$ cat src/rtl/noc_pkg.sv
// Shared types and helpers for the NoC injection port: flit layout, VC count, round-robin pick.
// Field widths are fixed here so every user of flit_t agrees on the layout.
package noc_pkg;

    localparam int VC_W = 1;
    localparam int X_W  = 2;
    localparam int Y_W  = 2;
    localparam int D_W  = 28;
    localparam int N_VC = 1 << VC_W;

    typedef struct packed {
        logic [VC_W-1:0] vc;
        logic [X_W-1:0]  x;
        logic [Y_W-1:0]  y;
        logic [D_W-1:0]  data;
    } flit_t;

    localparam int FLIT_W = $bits(flit_t);

    // First requester at or after ptr, wrapping; returns ptr when nothing requests.
    function automatic logic [VC_W-1:0] rr_next(input logic [VC_W-1:0] ptr,
                                                input logic [N_VC-1:0] req);
        logic [VC_W-1:0] idx;
        logic [VC_W-1:0] grant;
        logic            found;
        grant = ptr;
        found = 1'b0;
        for (int i = 0; i < N_VC; i++) begin
            idx = ptr + VC_W'(i);
            if (!found && req[idx]) begin
                grant = idx;
                found = 1'b1;
            end
        end
        return grant;
    endfunction

endpackage

$ cat src/rtl/noc_vc_fifo.sv
// Synchronous FIFO for one virtual channel; head visible combinationally (zero-latency read).
// Latency: push visible at dout the cycle after the write edge. Push refused while full, pop ignored while empty.
module noc_vc_fifo #(
    parameter int W     = 8,
    parameter int DEPTH = 4
) (
    input  logic         clk,
    input  logic         rst,
    input  logic         push,
    input  logic [W-1:0] din,
    input  logic         pop,
    output logic [W-1:0] dout,
    output logic         empty,
    output logic         full
);

    localparam int AW = $clog2(DEPTH);

    logic [W-1:0]  mem [DEPTH];
    logic [AW-1:0] wr_ptr;
    logic [AW-1:0] rd_ptr;
    logic [AW:0]   cnt;
    logic          do_push;
    logic          do_pop;

    // Full comes from the registered count, so a pop never frees space for a push in the same cycle.
    assign full    = (cnt == (AW+1)'(DEPTH));
    assign empty   = (cnt == '0);
    assign do_push = push && !full;
    assign do_pop  = pop && !empty;
    assign dout    = mem[rd_ptr];

    always_ff @(posedge clk or negedge rst) begin
        if (!rst) begin
            wr_ptr <= '0;
            rd_ptr <= '0;
            cnt    <= '0;
        end else begin
            if (do_push) wr_ptr <= wr_ptr + AW'(1);
            if (do_pop)  rd_ptr <= rd_ptr + AW'(1);
            case ({do_push, do_pop})
                2'b10:   cnt <= cnt + (AW+1)'(1);
                2'b01:   cnt <= cnt - (AW+1)'(1);
                default: cnt <= cnt;
            endcase
        end
    end

    always_ff @(posedge clk) begin
        if (do_push) mem[wr_ptr] <= din;
    end

endmodule

$ cat src/rtl/noc_inject_port.sv
// Client injection responder: buffers offered packets per VC, acks each with a one-cycle pulse, drains round-robin.
// Latency: accepted packet can appear on out_v the cycle after capture, alongside i_ack; out_rdy low holds out_* stable.
module noc_inject_port
    import noc_pkg::*;
#(
    parameter int DEPTH = 4
) (
    input  logic            clk,
    input  logic            rst,
    input  logic            i_v,
    input  logic [VC_W-1:0] i_vc,
    input  logic [X_W-1:0]  i_x,
    input  logic [Y_W-1:0]  i_y,
    input  logic [D_W-1:0]  i_data,
    output logic            i_ack,
    output logic            out_v,
    output logic [VC_W-1:0] out_vc,
    output logic [X_W-1:0]  out_x,
    output logic [Y_W-1:0]  out_y,
    output logic [D_W-1:0]  out_data,
    input  logic            out_rdy,
    output logic [N_VC-1:0] vc_full,
    output logic [31:0]     pkt_in_cnt,
    output logic [31:0]     pkt_out_cnt
);

    flit_t           in_flit;
    flit_t           head [N_VC];
    logic [N_VC-1:0] push;
    logic [N_VC-1:0] pop;
    logic [N_VC-1:0] empty;
    logic [N_VC-1:0] full;
    logic            ack_q;
    logic            accept;
    logic            fire;
    logic [VC_W-1:0] ptr;
    logic [VC_W-1:0] grant;

    // The client still shows the accepted packet during its ack cycle, so the ack itself blocks re-capture.
    assign accept = i_v && !ack_q && !full[i_vc];

    assign in_flit.vc   = i_vc;
    assign in_flit.x    = i_x;
    assign in_flit.y    = i_y;
    assign in_flit.data = i_data;

    assign grant    = rr_next(ptr, ~empty);
    assign out_v    = ~&empty;
    assign fire     = out_v && out_rdy;
    assign out_vc   = head[grant].vc;
    assign out_x    = head[grant].x;
    assign out_y    = head[grant].y;
    assign out_data = head[grant].data;

    for (genvar g = 0; g < N_VC; g++) begin : g_vc
        assign push[g] = accept && (i_vc == VC_W'(g));
        assign pop[g]  = fire && (grant == VC_W'(g));

        noc_vc_fifo #(
            .W     (FLIT_W),
            .DEPTH (DEPTH)
        ) u_fifo (
            .clk   (clk),
            .rst   (rst),
            .push  (push[g]),
            .din   (in_flit),
            .pop   (pop[g]),
            .dout  (head[g]),
            .empty (empty[g]),
            .full  (full[g])
        );
    end

    always_ff @(posedge clk or negedge rst) begin
        if (!rst) begin
            ack_q       <= 1'b0;
            ptr         <= '0;
            pkt_in_cnt  <= '0;
            pkt_out_cnt <= '0;
        end else begin
            ack_q <= accept;
            if (accept) pkt_in_cnt <= pkt_in_cnt + 32'd1;
            if (fire) begin
                ptr         <= grant + VC_W'(1);
                pkt_out_cnt <= pkt_out_cnt + 32'd1;
            end
        end
    end

    assign i_ack   = ack_q;
    assign vc_full = full;

endmodule

$ cat config.mk
export PLATFORM = sky130hd
export DESIGN_NAME = noc_inject_port
export DESIGN_NICKNAME = d
export VERILOG_FILES = /design/src/rtl/noc_pkg.sv /design/src/rtl/noc_vc_fifo.sv /design/src/rtl/noc_inject_port.sv
export SDC_FILE = /design/constraint.sdc
export NUM_CORES = 1
export LEC_CHECK = 0
export ABC_AREA = 1
export CAP_MARGIN = 15
export CORE_AREA = 2 2 161 163
export CTS_CLUSTER_DIAMETER = 80
export DETAILED_ROUTE_END_ITERATION = 8
export DIE_AREA = 0 0 163 165
export PLACE_DENSITY = 0.82
export SETUP_SLACK_MARGIN = 0.1
export SLEW_MARGIN = 20
export SYNTH_ARGS = -nofsm -noshare
export SYNTH_HDL_FRONTEND = slang
export SYNTH_SLANG_ARGS = --single-unit
$ cat constraint.sdc
create_clock -name clk -period 8.5 [get_ports clk]
set_input_delay 1.7 -clock clk [delete_from_list [all_inputs] [get_ports clk]]
set_output_delay 1.7 -clock clk [all_outputs]
set_load 0.02 [all_outputs]
==> out/results.txt <==
CTS Buf Count = 35
Slowest cell on crit path = buf_4
DP Worst Slack = 3640 ps
Comb pwr share = 35.7%
Warnings from Yosys = 0
Slew HR = 25.5%
DR WL met3 = 2.17 mm
H-Tree Depth = 2
DR DRC count = 0
Delay-heaviest family, CP = buffers and inverters
Seq pwr share = 37.5%
Total wire length = 31.9 mm
Smallest setup slack after layout = 3480 ps
Clock Tree Root = clkbuf_16
Worst-Skew Late Latency = 510 ps
Routed met2 length = 16.1 mm
Critical Path RT = 6800 ps
Synth cell types = 33
Vias per Instance = 5.64
Inserted Diodes = 0
Most frequent CP cell = nand2_1
Buffers & Inverters on Critical Path = 3
IR drop worst, VDD = 0.232 mV
Synth Flop Type = edfxtp_1
Vias in the first global route = 9964
Crit end category = output pin
Register area share after synthesis = 66.8%
Status = complete, no violations
CP cell instances = buf_4 -> inv_2 -> nor2_1 -> o22ai_1 -> nand2_1 -> nand2_1 -> clkdlybuf4s50_1
Row count = 58
Max-cap violations = 0
Max Freq = 0.199 GHz
Hold Crit Class = flop to flop
Clk pin slew, worst setup/hold paths = 60 ps
Detailed-placement wirelength estimate = 19.0 mm
Final hold slack = 509 ps
CORE AREA = 25000 um2
Routed via count = 9900
Register bit total from synthesis = 344
Post-synth EDFFs = 264
Wl on met1 = 13.0 mm
Sink Count = 344
Syn Nets = 1318
Mapped Cells = 1267
First-pass GRT wire length = 50.6 mm
Sw frac = 35.3%
Final setup vio count = 0
Minimum clock period = 5020 ps
Leakage power = 6.72 nW
Max clock buf depth = 3
Crit share post-route = 59.1%
Mapped Area = 14900 um2
Int Power = 3.77 mW
Number of detailed-route iterations in the first pass = 5
GP Congestion = 0.895
Final ANT Viol Nets = 0
CTS Hold Bufs = 0
Critical Path Source Type = flop
Slowest cell delay on critical path = 670 ps
Top routing layer in use = met4
Starting Density = 59.4%
Setup CP Type = flop to output pin
Max Transition Viols Final = 0
Clock skew = 13.7 ps
Syn Area/Cell = 11.7 um2
Port buffer count = 137
Setup_tns = 0 ps
Total power = 5.83 mW
Clock power share = 26.7%
Least-Margin Pin Slew = 1110 ps
Largest net degree at the start of global routing = 81
Die H = 165 um
Cell Pwr Density = 328 nW/um2
Initial antenna violation count = 0
CTS tree = yes
Layout cells sized above 1 = 7.65%
Post_cts resized = 0
Final count of hold timing violations = 0
Area Growth Syn to Fin = 19.4%
Critical path data arrival time = 3320 ps
Max FO, Critical Path = 67
Total gr overflow = 0
Asr flop ratio synth = 23.3%
RSZ-0062 raised after global routing = false
Initial drt markers = 780
Total Nets Final = 1452
Fin util = 71.0%
Net Sw Power = 2.06 mW
I/O Pins = 138
Setup bufs post-CTS = 0
Die X = 163 um
Total GRT Usage = 24.2%
DR WL/cell = 18.2 um
Die area = 26900 um2
==> worst paths after layout <==
check	to	cells past startpoint	slack, ps	startpoint
max in group asynchronous	g_vc[0].u_fifo.rd_ptr[1]$_DFFE_PN0P_	1	6700	rst
worst min-delay path	pkt_in_cnt[31]$_DFFE_PN0N_	2	510	pkt_in_cnt[31]$_DFFE_PN0N_
min in group asynchronous	pkt_in_cnt[31]$_DFFE_PN0N_	1	1220	rst
worst min register to register	pkt_in_cnt[31]$_DFFE_PN0N_	2	510	pkt_in_cnt[31]$_DFFE_PN0N_
worst max-delay path	out_data[26]	7	3480	g_vc[1].u_fifo.rd_ptr[0]$_DFFE_PN0P_
worst max register to register	g_vc[0].u_fifo.mem[1][31]$_DFFE_PP_	5	5790	i_ack$_DFF_PN0_
==> layer usage <==
layer,track usage [%],vias up
met4,7.44,0
li1,-,4665
met5,0,-
met2,43.0,363
met3,4.52,59
met1,30.3,4813
==> cell usage in the layout (no fill, tap or decap), types with 3 or more instances in the layout <==
cell,netlist,final
a21oi_1,5,5
buf_16,0,4
buf_4,11,3
bufinv_16,0,5
clkbuf_1,18,5
clkbuf_16,0,37
clkdlybuf4s50_1,0,136
clkinv_2,0,7
dfrtp_1,80,76
edfxtp_1,264,264
ha_1,12,12
inv_1,78,78
inv_2,4,4
mux2i_1,66,66
nand2_1,269,269
nand2_2,6,6
nand2_4,3,3
nand3_1,27,27
nand3_2,3,3
nand3b_1,11,11
nand4_1,26,26
nor2_1,152,144
nor2_2,7,7
nor2_4,7,15
nor3_1,8,8
o21ai_0,73,73
o22ai_1,66,66
xnor2_1,17,17
xor2_1,26,26
==> Yosys cell counts, types with 4 or more instances <==
library cell    n  share of area (%)
nand2_2         6               0.25
nor3_1          8               0.27
xnor2_1        17                1.0
mux2i_1        66                4.4
nand3b_1       11               0.56
buf_2          13               0.44
dfrtp_1        80                 13
clkbuf_1       18               0.45
o22ai_1        66                2.8
nand3_1        27               0.91
nor2_1        152                3.8
inv_2           4               0.10
nor2_2          7               0.29
inv_1          78                2.0
xor2_1         26                1.5
nor2_4          7               0.53
ha_1           12                1.0
buf_4          11               0.56
o21ai_0        73                2.5
buf_6           5               0.38
a21oi_1         5               0.17
nand4_1        26                1.1
edfxtp_1      264                 53
nand2_1       269                6.8
==> metrics by stage <==
step                std cells  area [um2]
floorplan                1267       14900
global route             1754       17800
detailed placement       1689       16500
global placement         1689       16500
finish                   1754       17800
CTS                      1749       17600
==> state kept, by name, summed over array words and instances, names as in the netlist <==
name,flops
g_vc.u_fifo.mem,264
g_vc.u_fifo.rd_ptr,4
g_vc.u_fifo.cnt,6
pkt_in_cnt,32
ptr,1
g_vc.u_fifo.wr_ptr,4
pkt_out_cnt,32
i_ack,1
==> cell families (layout without fill, tap and decap cells) <==
group           Yosys count  after routing  synth area share [%]
mux                      66             66                  4.44
fa+ha+maj                14             14                  1.28
flops                   344            344                  66.8
buf+inv                 130            287                  4.03
xor+xnor                 44             44                  2.64
compound gates          146            146                  5.48
simple gates            523            523                  15.4
==> worst register-to-register path, stage by stage (launching register included) <==
cell	delay, ps
dfrtp_1	400
nor2_1	180
inv_1	90
nor2_4	430
nand2_2	310
nor2_4	920
==> power by group through the flow <==
stage	Clock (mW)	Sequential, mW	Combinational, mW
2_1_floorplan	0	2.15	1.36
3_3_place_gp	0	2.21	2.01
3_5_place_dp	0	2.22	2.07
4_1_cts	1.58	2.19	2.08
5_1_grt	1.65	2.22	2.27
6_report	1.56	2.19	2.09
==> layout make-up <==
type	instances	area [um2]
Clock buffer	43	958
Tap cell	330	413
Clock inverter	17	216
Multi-Input combinational cell	793	4400
Timing Repair Buffer	145	1530
Inverter	82	308
Fill cell	1668	7270
Sequential cell	344	9940
(Power assumes the default switching activity.)
